## src/rtl/sram_sp_bwe_clr_pkg.sv

```systemverilog
// Shared types and helpers for the single-port byte-write SRAM with
// power-on clear.
package sram_pkg;
  typedef enum logic [1:0] {
    ST_IDLE  = 2'd0,
    ST_CLEAR = 2'd1,
    ST_DONE  = 2'd2
  } clr_state_e;

  localparam int RD_LAT_MIN = 1;
  localparam int RD_LAT_MAX = 2;

  // width of the data slice covered by one write-mask bit
  function automatic int grp_w(input int bits, input int mask_w);
    return bits / mask_w;
  endfunction
endpackage

```

## src/rtl/sram_sp_bwe_clr_if.sv

```systemverilog
// Request/response bundle of the SRAM; the requester holds the master side.
interface sram_sp_bwe_clr_if #(
  parameter int BITS   = 128,
  parameter int ADDR_W = 3,
  parameter int MASK_W = 16
);
  logic              CEB;
  logic              WEB;
  logic [ADDR_W-1:0] A;
  logic [BITS-1:0]   D;
  logic [MASK_W-1:0] BWEB;
  logic [BITS-1:0]   Q;
  logic              QVLD;
  logic              BUSY;

  modport master (output CEB, WEB, A, D, BWEB, input  Q, QVLD, BUSY);
  modport slave  (input  CEB, WEB, A, D, BWEB, output Q, QVLD, BUSY);
endinterface

```

## src/rtl/sram_sp_bwe_clr_clear_fsm.sv

```systemverilog
// Post-reset clear sequencer: walks every word once and reports BUSY until done.
import sram_pkg::*;

module sram_clear_fsm #(
  parameter int DEPTH      = 8,
  parameter int CLR_ON_RST = 1,
  parameter int CNT_W      = 3
) (
  input  logic             CLK,
  input  logic             RSTB,
  output logic             o_busy,
  output logic             o_clr_we,
  output logic [CNT_W-1:0] o_clr_addr
);
  localparam logic [CNT_W-1:0] LAST = CNT_W'(DEPTH - 1);

  clr_state_e       r_state;
  logic [CNT_W-1:0] r_cnt;

  always_ff @(posedge CLK or negedge RSTB) begin
    if (!RSTB) begin
      r_state <= ST_IDLE;
      r_cnt   <= '0;
    end else begin
      case (r_state)
        ST_IDLE: begin
          r_state <= (CLR_ON_RST != 0) ? ST_CLEAR : ST_DONE;
          r_cnt   <= '0;
        end
        ST_CLEAR: begin
          if (r_cnt == LAST) r_state <= ST_DONE;
          else               r_cnt   <= r_cnt + 1'b1;
        end
        default: r_state <= ST_DONE;
      endcase
    end
  end

  // IDLE reports busy too so requests are blocked from reset until the walk ends
  assign o_busy     = (r_state == ST_CLEAR) || ((r_state == ST_IDLE) && (CLR_ON_RST != 0));
  assign o_clr_we   = (r_state == ST_CLEAR);
  assign o_clr_addr = r_cnt;
endmodule

```

## src/rtl/sram_sp_bwe_clr.sv

```systemverilog
// Single-port SRAM with per-group write mask, 1/2-cycle read latency and an
// optional zero-fill after reset.
import sram_pkg::*;

module sram_sp_bwe_clr #(
  parameter int BITS       = 128,
  parameter int DEPTH      = 8,
  parameter int ADDR_W     = 3,
  parameter int MASK_W     = 16,
  parameter int RD_LAT     = 1,
  parameter int CLR_ON_RST = 1
) (
  input  logic                CLK,
  input  logic                RSTB,
  sram_sp_bwe_clr_if.slave    bus
);
  localparam int GW    = grp_w(BITS, MASK_W);
  localparam int IDX_W = (DEPTH > 1) ? $clog2(DEPTH) : 1;
  localparam logic [ADDR_W:0] DEPTH_A = (ADDR_W + 1)'(DEPTH);

  logic [BITS-1:0] r_mem [DEPTH];

  logic             w_busy, w_clr_we;
  logic [IDX_W-1:0] w_clr_addr, w_idx;
  logic             w_req, w_wr, w_rd, w_in_rng;
  logic [BITS-1:0]  w_rd_data;

  logic [RD_LAT:1]  r_vld_pipe;
  logic [BITS-1:0]  r_dat_pipe [RD_LAT:1];

  sram_clear_fsm #(
    .DEPTH(DEPTH), .CLR_ON_RST(CLR_ON_RST), .CNT_W(IDX_W)
  ) u_clr (
    .CLK(CLK), .RSTB(RSTB),
    .o_busy(w_busy), .o_clr_we(w_clr_we), .o_clr_addr(w_clr_addr)
  );

  assign w_req     = !bus.CEB && !w_busy;
  assign w_wr      = w_req && !bus.WEB;
  assign w_rd      = w_req &&  bus.WEB;
  assign w_in_rng  = {1'b0, bus.A} < DEPTH_A;
  assign w_idx     = bus.A[IDX_W-1:0];
  assign w_rd_data = w_in_rng ? r_mem[w_idx] : '0;

  // array has no reset; the clear walk is the only way it gets zeroed
  always_ff @(posedge CLK) begin
    if (w_clr_we) begin
      r_mem[w_clr_addr] <= '0;
    end else if (w_wr && w_in_rng) begin
      for (int g = 0; g < MASK_W; g++)
        if (!bus.BWEB[g]) r_mem[w_idx][g*GW +: GW] <= bus.D[g*GW +: GW];
    end
  end

  // each stage only loads on a valid, so Q holds between reads
  always_ff @(posedge CLK or negedge RSTB) begin
    if (!RSTB) begin
      r_vld_pipe <= '0;
      for (int s = 1; s <= RD_LAT; s++) r_dat_pipe[s] <= '0;
    end else begin
      r_vld_pipe[1] <= w_rd;
      if (w_rd) r_dat_pipe[1] <= w_rd_data;
      for (int s = 2; s <= RD_LAT; s++) begin
        r_vld_pipe[s] <= r_vld_pipe[s-1];
        if (r_vld_pipe[s-1]) r_dat_pipe[s] <= r_dat_pipe[s-1];
      end
    end
  end

  assign bus.Q    = r_dat_pipe[RD_LAT];
  assign bus.QVLD = r_vld_pipe[RD_LAT];
  assign bus.BUSY = w_busy;
endmodule

```

## src/flat_wrapper.sv

```systemverilog
// flat-port wrapper written by rule: the top's interface ports become plain ports
module sram_sp_bwe_clr_flat 
#(
  parameter int BITS       = 128,
  parameter int DEPTH      = 8,
  parameter int ADDR_W     = 3,
  parameter int MASK_W     = 16,
  parameter int RD_LAT     = 1,
  parameter int CLR_ON_RST = 1
)
  (CLK, RSTB, bus_CEB, bus_WEB, bus_A, bus_D, bus_BWEB, bus_Q, bus_QVLD, bus_BUSY);
  sram_sp_bwe_clr_if #(.BITS(BITS), .ADDR_W(ADDR_W), .MASK_W(MASK_W)) bus_i ();
  input  logic CLK;
  input  logic RSTB;
  input wire logic [$bits(bus_i.CEB)-1:0] bus_CEB;
  input wire logic [$bits(bus_i.WEB)-1:0] bus_WEB;
  input wire logic [$bits(bus_i.A)-1:0] bus_A;
  input wire logic [$bits(bus_i.D)-1:0] bus_D;
  input wire logic [$bits(bus_i.BWEB)-1:0] bus_BWEB;
  output wire logic [$bits(bus_i.Q)-1:0] bus_Q;
  output wire logic [$bits(bus_i.QVLD)-1:0] bus_QVLD;
  output wire logic [$bits(bus_i.BUSY)-1:0] bus_BUSY;
  assign bus_i.CEB = bus_CEB;
  assign bus_i.WEB = bus_WEB;
  assign bus_i.A = bus_A;
  assign bus_i.D = bus_D;
  assign bus_i.BWEB = bus_BWEB;
  assign bus_Q = bus_i.Q;
  assign bus_QVLD = bus_i.QVLD;
  assign bus_BUSY = bus_i.BUSY;
  sram_sp_bwe_clr #(.BITS(BITS), .DEPTH(DEPTH), .ADDR_W(ADDR_W), .MASK_W(MASK_W), .RD_LAT(RD_LAT), .CLR_ON_RST(CLR_ON_RST)) u_core (.CLK(CLK), .RSTB(RSTB), .bus(bus_i));
endmodule
```

## config.mk

```make
export PLATFORM = sky130hd
export DESIGN_NAME = sram_sp_bwe_clr_flat
export DESIGN_NICKNAME = d
export VERILOG_FILES = /design/src/rtl/sram_sp_bwe_clr_pkg.sv /design/src/rtl/sram_sp_bwe_clr_if.sv /design/src/rtl/sram_sp_bwe_clr_clear_fsm.sv /design/src/rtl/sram_sp_bwe_clr.sv /design/src/flat_wrapper.sv
export SDC_FILE = /design/constraint.sdc
export NUM_CORES = 1
export LEC_CHECK = 0
export CAP_MARGIN = 20
export CELL_PAD_IN_SITES_DETAIL_PLACEMENT = 1
export CELL_PAD_IN_SITES_GLOBAL_PLACEMENT = 2
export CORE_UTILIZATION = 40
export CTS_BUF_LIST = sky130_fd_sc_hd__clkbuf_16
export DETAILED_ROUTE_END_ITERATION = 12
export PLACE_DENSITY = 0.8
export SYNTH_ARGS = -nofsm -noshare
export SYNTH_HDL_FRONTEND = slang
export SYNTH_SLANG_ARGS = --single-unit
```

## constraint.sdc

```tcl
create_clock -name CLK -period 4.8 [get_ports CLK]
set_clock_uncertainty 0.1 [all_clocks]
set_input_delay 0.72 -clock CLK [delete_from_list [all_inputs] [get_ports CLK]]
set_output_delay 0.72 -clock CLK [all_outputs]
set_load 0.02 [all_outputs]
```

# Yosys cells after proc, flatten, opt, wreduce, memory -nomap -nowiden
# Memory sizes are Yosys's and may differ from the RTL's. A register that Yosys moved wholly into a read port is not among the register bits.
# Index checks and enable logic that the tools add are counted.
word_totals:
  regBits: 6
  mem_bits_rw: 1024
  inputBits: 151
  out_inout_bits: 130
  elab_cells: 94
  memories: 1
op_classes:
  add_sub_neg: 1
  n_eq_ne: 4
  n_mux: 73
  n_reduce_logical: 12
memory_table:
  columns: ["name", "words", "width", "read_ports", "rd_ports_with_merged_regs", "wr", "line", "rtl"]
  rows:
  - ["u_core.r_mem", 8, 128, 1, 1, 1, "sram_sp_bwe_clr.sv:21", "logic [BITS-1:0] r_mem [DEPTH];"]
op_table:
  columns: ["op", "n"]
  rows:
  - ["$mux 128", 1]
  - ["$reduce_or 128->1", 1]
  - ["$mux 1", 66]
  - ["$mux 16", 1]
  - ["$mux 3", 2]
  - ["$pmux 3 s2", 1]
  - ["$logic_not 1->1", 4]
  - ["$pmux 2 s2", 1]
  - ["$add 3x1->3 const B", 1]
  - ["$eq 3x3->1 const B", 1]
  - ["$logic_and 1x1->1", 3]
  - ["$eq 2x1->1 const B", 1]
  - ["$logic_not 2->1", 1]
  - ["$mux 2", 1]
  - ["$ne 2x1->1 const B", 1]
  - ["$ne 2x2->1 const B", 1]
  - ["$reduce_and 2->1", 1]
  - ["$reduce_bool 2->1", 1]
  - ["$logic_or 1x1->1", 1]

# Depth between registers and ports, before layout
depth:
  word_depth: 10
  mapped_depth: 8
  mapped_depth_nobuf: 6

# By module
# From an unflattened synthesis, not the netlist that was laid out.
unflattened:
  cells_unflattened: 2278
  hier_area_um2: 44824.2
modules_own_cells:
  columns: ["mod", "instances", "cells_per_inst", "area_each_um2", "seq_area_each_um2"]
  rows:
  - ["sram_sp_bwe_clr", 1, 2256, 44567.7, 33977.6]
  - ["sram_clear_fsm", 1, 22, 256.5, 125.1]

# Worst setup path before layout
# Ideal clock, no wire load.
synth_path:
  kind: "in2reg"
  startpoint: "input port bus_BWEB[7]"
  endpoint: "memory u_core.r_mem[7][0], enable pin"
  setup_time_ns: 0.370
  arrival_ns: 2.376
  t_required_ns: 4.330
  slack_ns: 1.954
  cell_stages: 6
  n_path_buf: 2
  cell_sequence: "nand4_1 -> or4_1 -> buf_6 -> mux2_4 -> buf_6 -> nor2_1"
synth_via:
  elab_chain_cells: 6
  word_cells_on_any_way: 7
  classes_between: "mux (6); reduce/logical (1)"
synth_rtl:
  columns: ["item", "line", "rtl"]
  rows:
  - ["start: declaration", "flat_wrapper.sv:19", "input wire logic [$bits(bus_i.BWEB)-1:0] bus_BWEB;"]
  - ["$mux 1 (*)", "sram_sp_bwe_clr.sv:51", "if (!bus.BWEB[g]) r_mem[w_idx][g*GW +: GW] <= bus.D[g*GW +: GW];"]
  - ["$mux 1 (*)", "sram_sp_bwe_clr.sv:49", "end else if (w_wr && w_in_rng) begin"]
  - ["$mux 1 (*)", "sram_sp_bwe_clr.sv:47", "if (w_clr_we) begin"]
  - ["$mux 1 (not written as such) (*)", "sram_sp_bwe_clr.sv:51", null]
  - ["$reduce_or 128->1 (no source line) (*)", null, null]
  - ["$mux 3 (no source line) / $mux 16 (equally long branches)", null, null]
  - ["end: declaration", "sram_sp_bwe_clr.sv:21", null]
# Mark *: on every way between the ends. The rest lies on a longest branch, timed or not.

# Worst setup path in the final report
layout_path:
  startpoint: "input port bus_BWEB[0]"
  endpoint: "memory u_core.r_mem[6][29], enable pin"
# Same word-level chain as after synthesis.

==> flow_metrics.py <==
metrics = {
    "worst_setup_path": {
        "worstPathRequired_ps": 5020,
        "timing.critical_path.fanout_max": 13,
        "timing.critical_path.arrival_ps": 3840,
        "worstSetupStartpointType": "input port",
        "sort_of_element_at_the_end_of_the_critical_path": "flop",
        "worst-setup-path-type": "input port to flop",
    },
    "drt": {
        "first_iter_violations": 2193,
        "ant_nets": 0,
        "drtPass1Iterations": 5,
        "drt-wirelength-per-cell_um": 28.1,
        "vias_per_cell": 5.49,
        "detail_route.wirelength_mm": 123,
        "route.vias.total": 24100,
        "detail_route.drc_violations": 0,
    },
    "timing": {
        "max_freq_mhz": 276,
        "finalHoldViolations": 0,
        "tightest_slew_ps": 1100,
        "finalMaxSlewViolations": 0,
        "unrepaired_setup_endpoints_after_global_routing": "false",
        "timing.slew.headroom": 0.269,
        "fin_setup_tns_ps": 0,
        "layout_worst_path_cycle_share": 0.755,
        "final_period_minus_worst_setup_slack_ps": 3630,
        "setup-violations-final": 0,
    },
    "floorplan": {
        "die_width_um": 339,
        "rows": 123,
        "die-area_mm2": 0.115,
        "io-pin-count": 281,
        "fp.coreArea_mm2": 0.112,
        "initial_utilization": 0.403,
        "die_height_um": 339,
    },
    "pwr": {
        "irDropWorstVdd_v": 0.000269,
        "p_per_area_mw_per_mm2": 414,
        "total_leakage_power_nw": 20.9,
        "fin_total_pwr_mw": 22.6,
    },
    "worst_hold_path": {
        "hold_path.class": "flop to flop",
    },
    "global_route": {
        "grt_start_max_net_pins": 155,
        "grt_antenna_before_repair": 3,
        "gr-total-overflow": 0,
        "first_global_vias": 26000,
        "gr-usage-all-layers": 0.214,
        "wire_length_of_the_first_global_routing_pass_mm": 179,
    },
    "finish": {
        "fin_area_mm2": 0.0546,
        "final_net_count": 2934,
        "number_of_fill_cells_in_the_layout": 10400,
        "area.growth.synth_to_final_pct": 20.4,
        "number_of_inserted_diodes": 0,
        "drive_gt1_frac": 0.205,
    },
    "job": {
        "drv_cap": 0,
    },
    "clocking": {
        "cts_htree_levels": 3,
        "maximum_buffer_depth_of_the_clock_tree": 3,
        "cts_tree": "built",
        "post-cts-setup-buffer-count": 0,
        "clkLatencyLatePin_ps": 710,
        "clk_pin_slew_worst_paths_ps": 60,
        "cts_buffers": 114,
        "clockRootBuffer": "sky130_fd_sc_hd__clkbuf_16",
        "cts_num_sinks": 1158,
    },
    "logic_synthesis": {
        "library_cell_with_the_highest_instance_count_after_synthesis": "sky130_fd_sc_hd__edfxtp_1",
        "synth.lib_cells_used.distinct": 39,
        "synth_seq_area_share": 0.752,
        "mappedNetlistNets": 2570,
        "synth-main-ff-cell": "sky130_fd_sc_hd__edfxtp_1",
        "ffs_w_async_s_r_synth": 0.116,
        "post_synthesis_instance_area_mm2": 0.0454,
        "synth_largest_type_area_fraction": 0.678,
        "netlist_top_cells_count": "sky130_fd_sc_hd__edfxtp_1 (1024), sky130_fd_sc_hd__nand2_1 (276), sky130_fd_sc_hd__mux4_2 (256), sky130_fd_sc_hd__dfrtp_1 (134), sky130_fd_sc_hd__nor2_1 (132)",
        "synthCells": 2417,
        "synth.area.top_cells": "sky130_fd_sc_hd__edfxtp_1 (68%), sky130_fd_sc_hd__mux4_2 (13%), sky130_fd_sc_hd__dfrtp_1 (7.4%)",
        "yosys.area.top_type": "sky130_fd_sc_hd__edfxtp_1",
        "edff_count_synth": 1024,
        "synth_seq_cells": 1158,
        "syn-mean-instance-area_um2": 18.8,
        "warnings_from_yosys": 0,
    },
    "placement": {
        "postPlaceCellArea_mm2": 0.0505,
        "hpwlAfterDp_mm": 81.7,
        "gp_routability_congestion": 0.846,
        "io_port_bufs": 280,
    },
    "outcome": {
        "status": "finished, final reports clean",
    },
}
==> per-stage QoR <==
| step | worst slack [ps] | utilization | std cells | hold slack (ps) |
|---|---|---|---|---|
| after floorplan | 1950 | - | 2417 | 324 |
| after global placement | 288 | 0.448 | 4158 | 362 |
| after detailed placement | 441 | 0.449 | 4163 | 373 |
| after CTS | 1140 | 0.485 | 4380 | 387 |
| after global routing | 1060 | 0.485 | 4381 | 406 |
| final | 1170 | 0.485 | 4381 | 384 |
==> area by class of cell <==
cell class / instances / area [um^2] / area share
clock inverters: 100 / 1160 / 0.0213
inverters: 6 / 25.0 / 0.000458
multi-input cells: 1098 / 10600 / 0.194
flip-flops and latches: 1158 / 34100 / 0.625
clock buffers: 116 / 2900 / 0.0532
repair buffers: 403 / 3930 / 0.0720
well taps: 1500 / 1880 / 0.0344
==> worst max-delay path, cell delays in order <==
cell	delay (ps)
sky130_fd_sc_hd__clkdlybuf4s50_1	510
sky130_fd_sc_hd__nand4_1	480
sky130_fd_sc_hd__or4_4	870
sky130_fd_sc_hd__mux2i_4	380
sky130_fd_sc_hd__buf_16	240
sky130_fd_sc_hd__nor2_1	630
==> cell usage in the layout (no fill, tap or decap), types with 109 or more instances in the layout <==
master	n
sky130_fd_sc_hd__nand2_1	276
sky130_fd_sc_hd__mux2i_1	128
sky130_fd_sc_hd__mux4_2	256
sky130_fd_sc_hd__buf_4	109
sky130_fd_sc_hd__nor2_1	132
sky130_fd_sc_hd__dfrtp_1	134
sky130_fd_sc_hd__edfxtp_1	1024
sky130_fd_sc_hd__and3_1	129
sky130_fd_sc_hd__clkdlybuf4s50_1	276
sky130_fd_sc_hd__o21ai_0	129
sky130_fd_sc_hd__clkbuf_16	116
==> metal layers <==
layer	global-route usage	up-vias	routed length (um)
met4	0.0661	0	3410
li1	-	10300	-
met3	0.0465	178	9510
met2	0.355	973	60500
met5	0	-	0
met1	0.283	12700	49500
==> sequential cells by signal, indices dropped and copies added (netlist names) <==
signal                   flops
u_core.bus.Q               128
u_core.r_mem              1024
u_core.bus.QVLD              1
u_core.u_clr.r_state         2
u_core.u_clr.o_clr_addr      3
==> report_power, final <==
part / internal, mW / switching [mW]
clock network: 5.71 / 3.94
registers: 11.2 / 0.0931
logic: 0.668 / 1.01
==> timing repair <==
| action | 4_1_cts | 5_1_grt |
|---|---|---|
| resized for setup | 0 | 0 |
| hold endpoints to repair | 57 | 0 |
| hold buffers | 1 | 0 |
==> logic make-up after synthesis <==
group | Yosys count | synth area share
buffers and inverters | 161 | 0.0160
adder cells (fa/ha/maj) | 2 | 0.000551
multiplexers | 393 | 0.159
AND/OR/NAND/NOR | 554 | 0.0540
flip-flops | 1158 | 0.752
AO/OA/AOI/OAI | 149 | 0.0187
==> path summary, 6_finish.rpt <==
| path | from | to | slack (ps) | cells after the start |
|---|---|---|---|---|
| min | u_core.bus.Q[3]$_DFFE_PN0P_ | u_core.bus.Q[3]$_DFFE_PN0P_ | 380 | 2 |
| min in group asynchronous | RSTB | u_core.bus.Q[11]$_DFFE_PN0P_ | 510 | 2 |
| max | bus_BWEB[0] | u_core.r_mem[6][29]$_DFFE_PP_ | 1170 | 6 |
| max in group asynchronous | RSTB | u_core.bus.Q[73]$_DFFE_PN0P_ | 3200 | 3 |
| min reg2reg | u_core.bus.Q[3]$_DFFE_PN0P_ | u_core.bus.Q[3]$_DFFE_PN0P_ | 380 | 2 |
| max reg2reg | u_core.u_clr.r_state[1]$_DFFE_PN0P_ | u_core.r_mem[2][51]$_DFFE_PP_ | 1220 | 6 |
(Power assumes the default switching activity.)
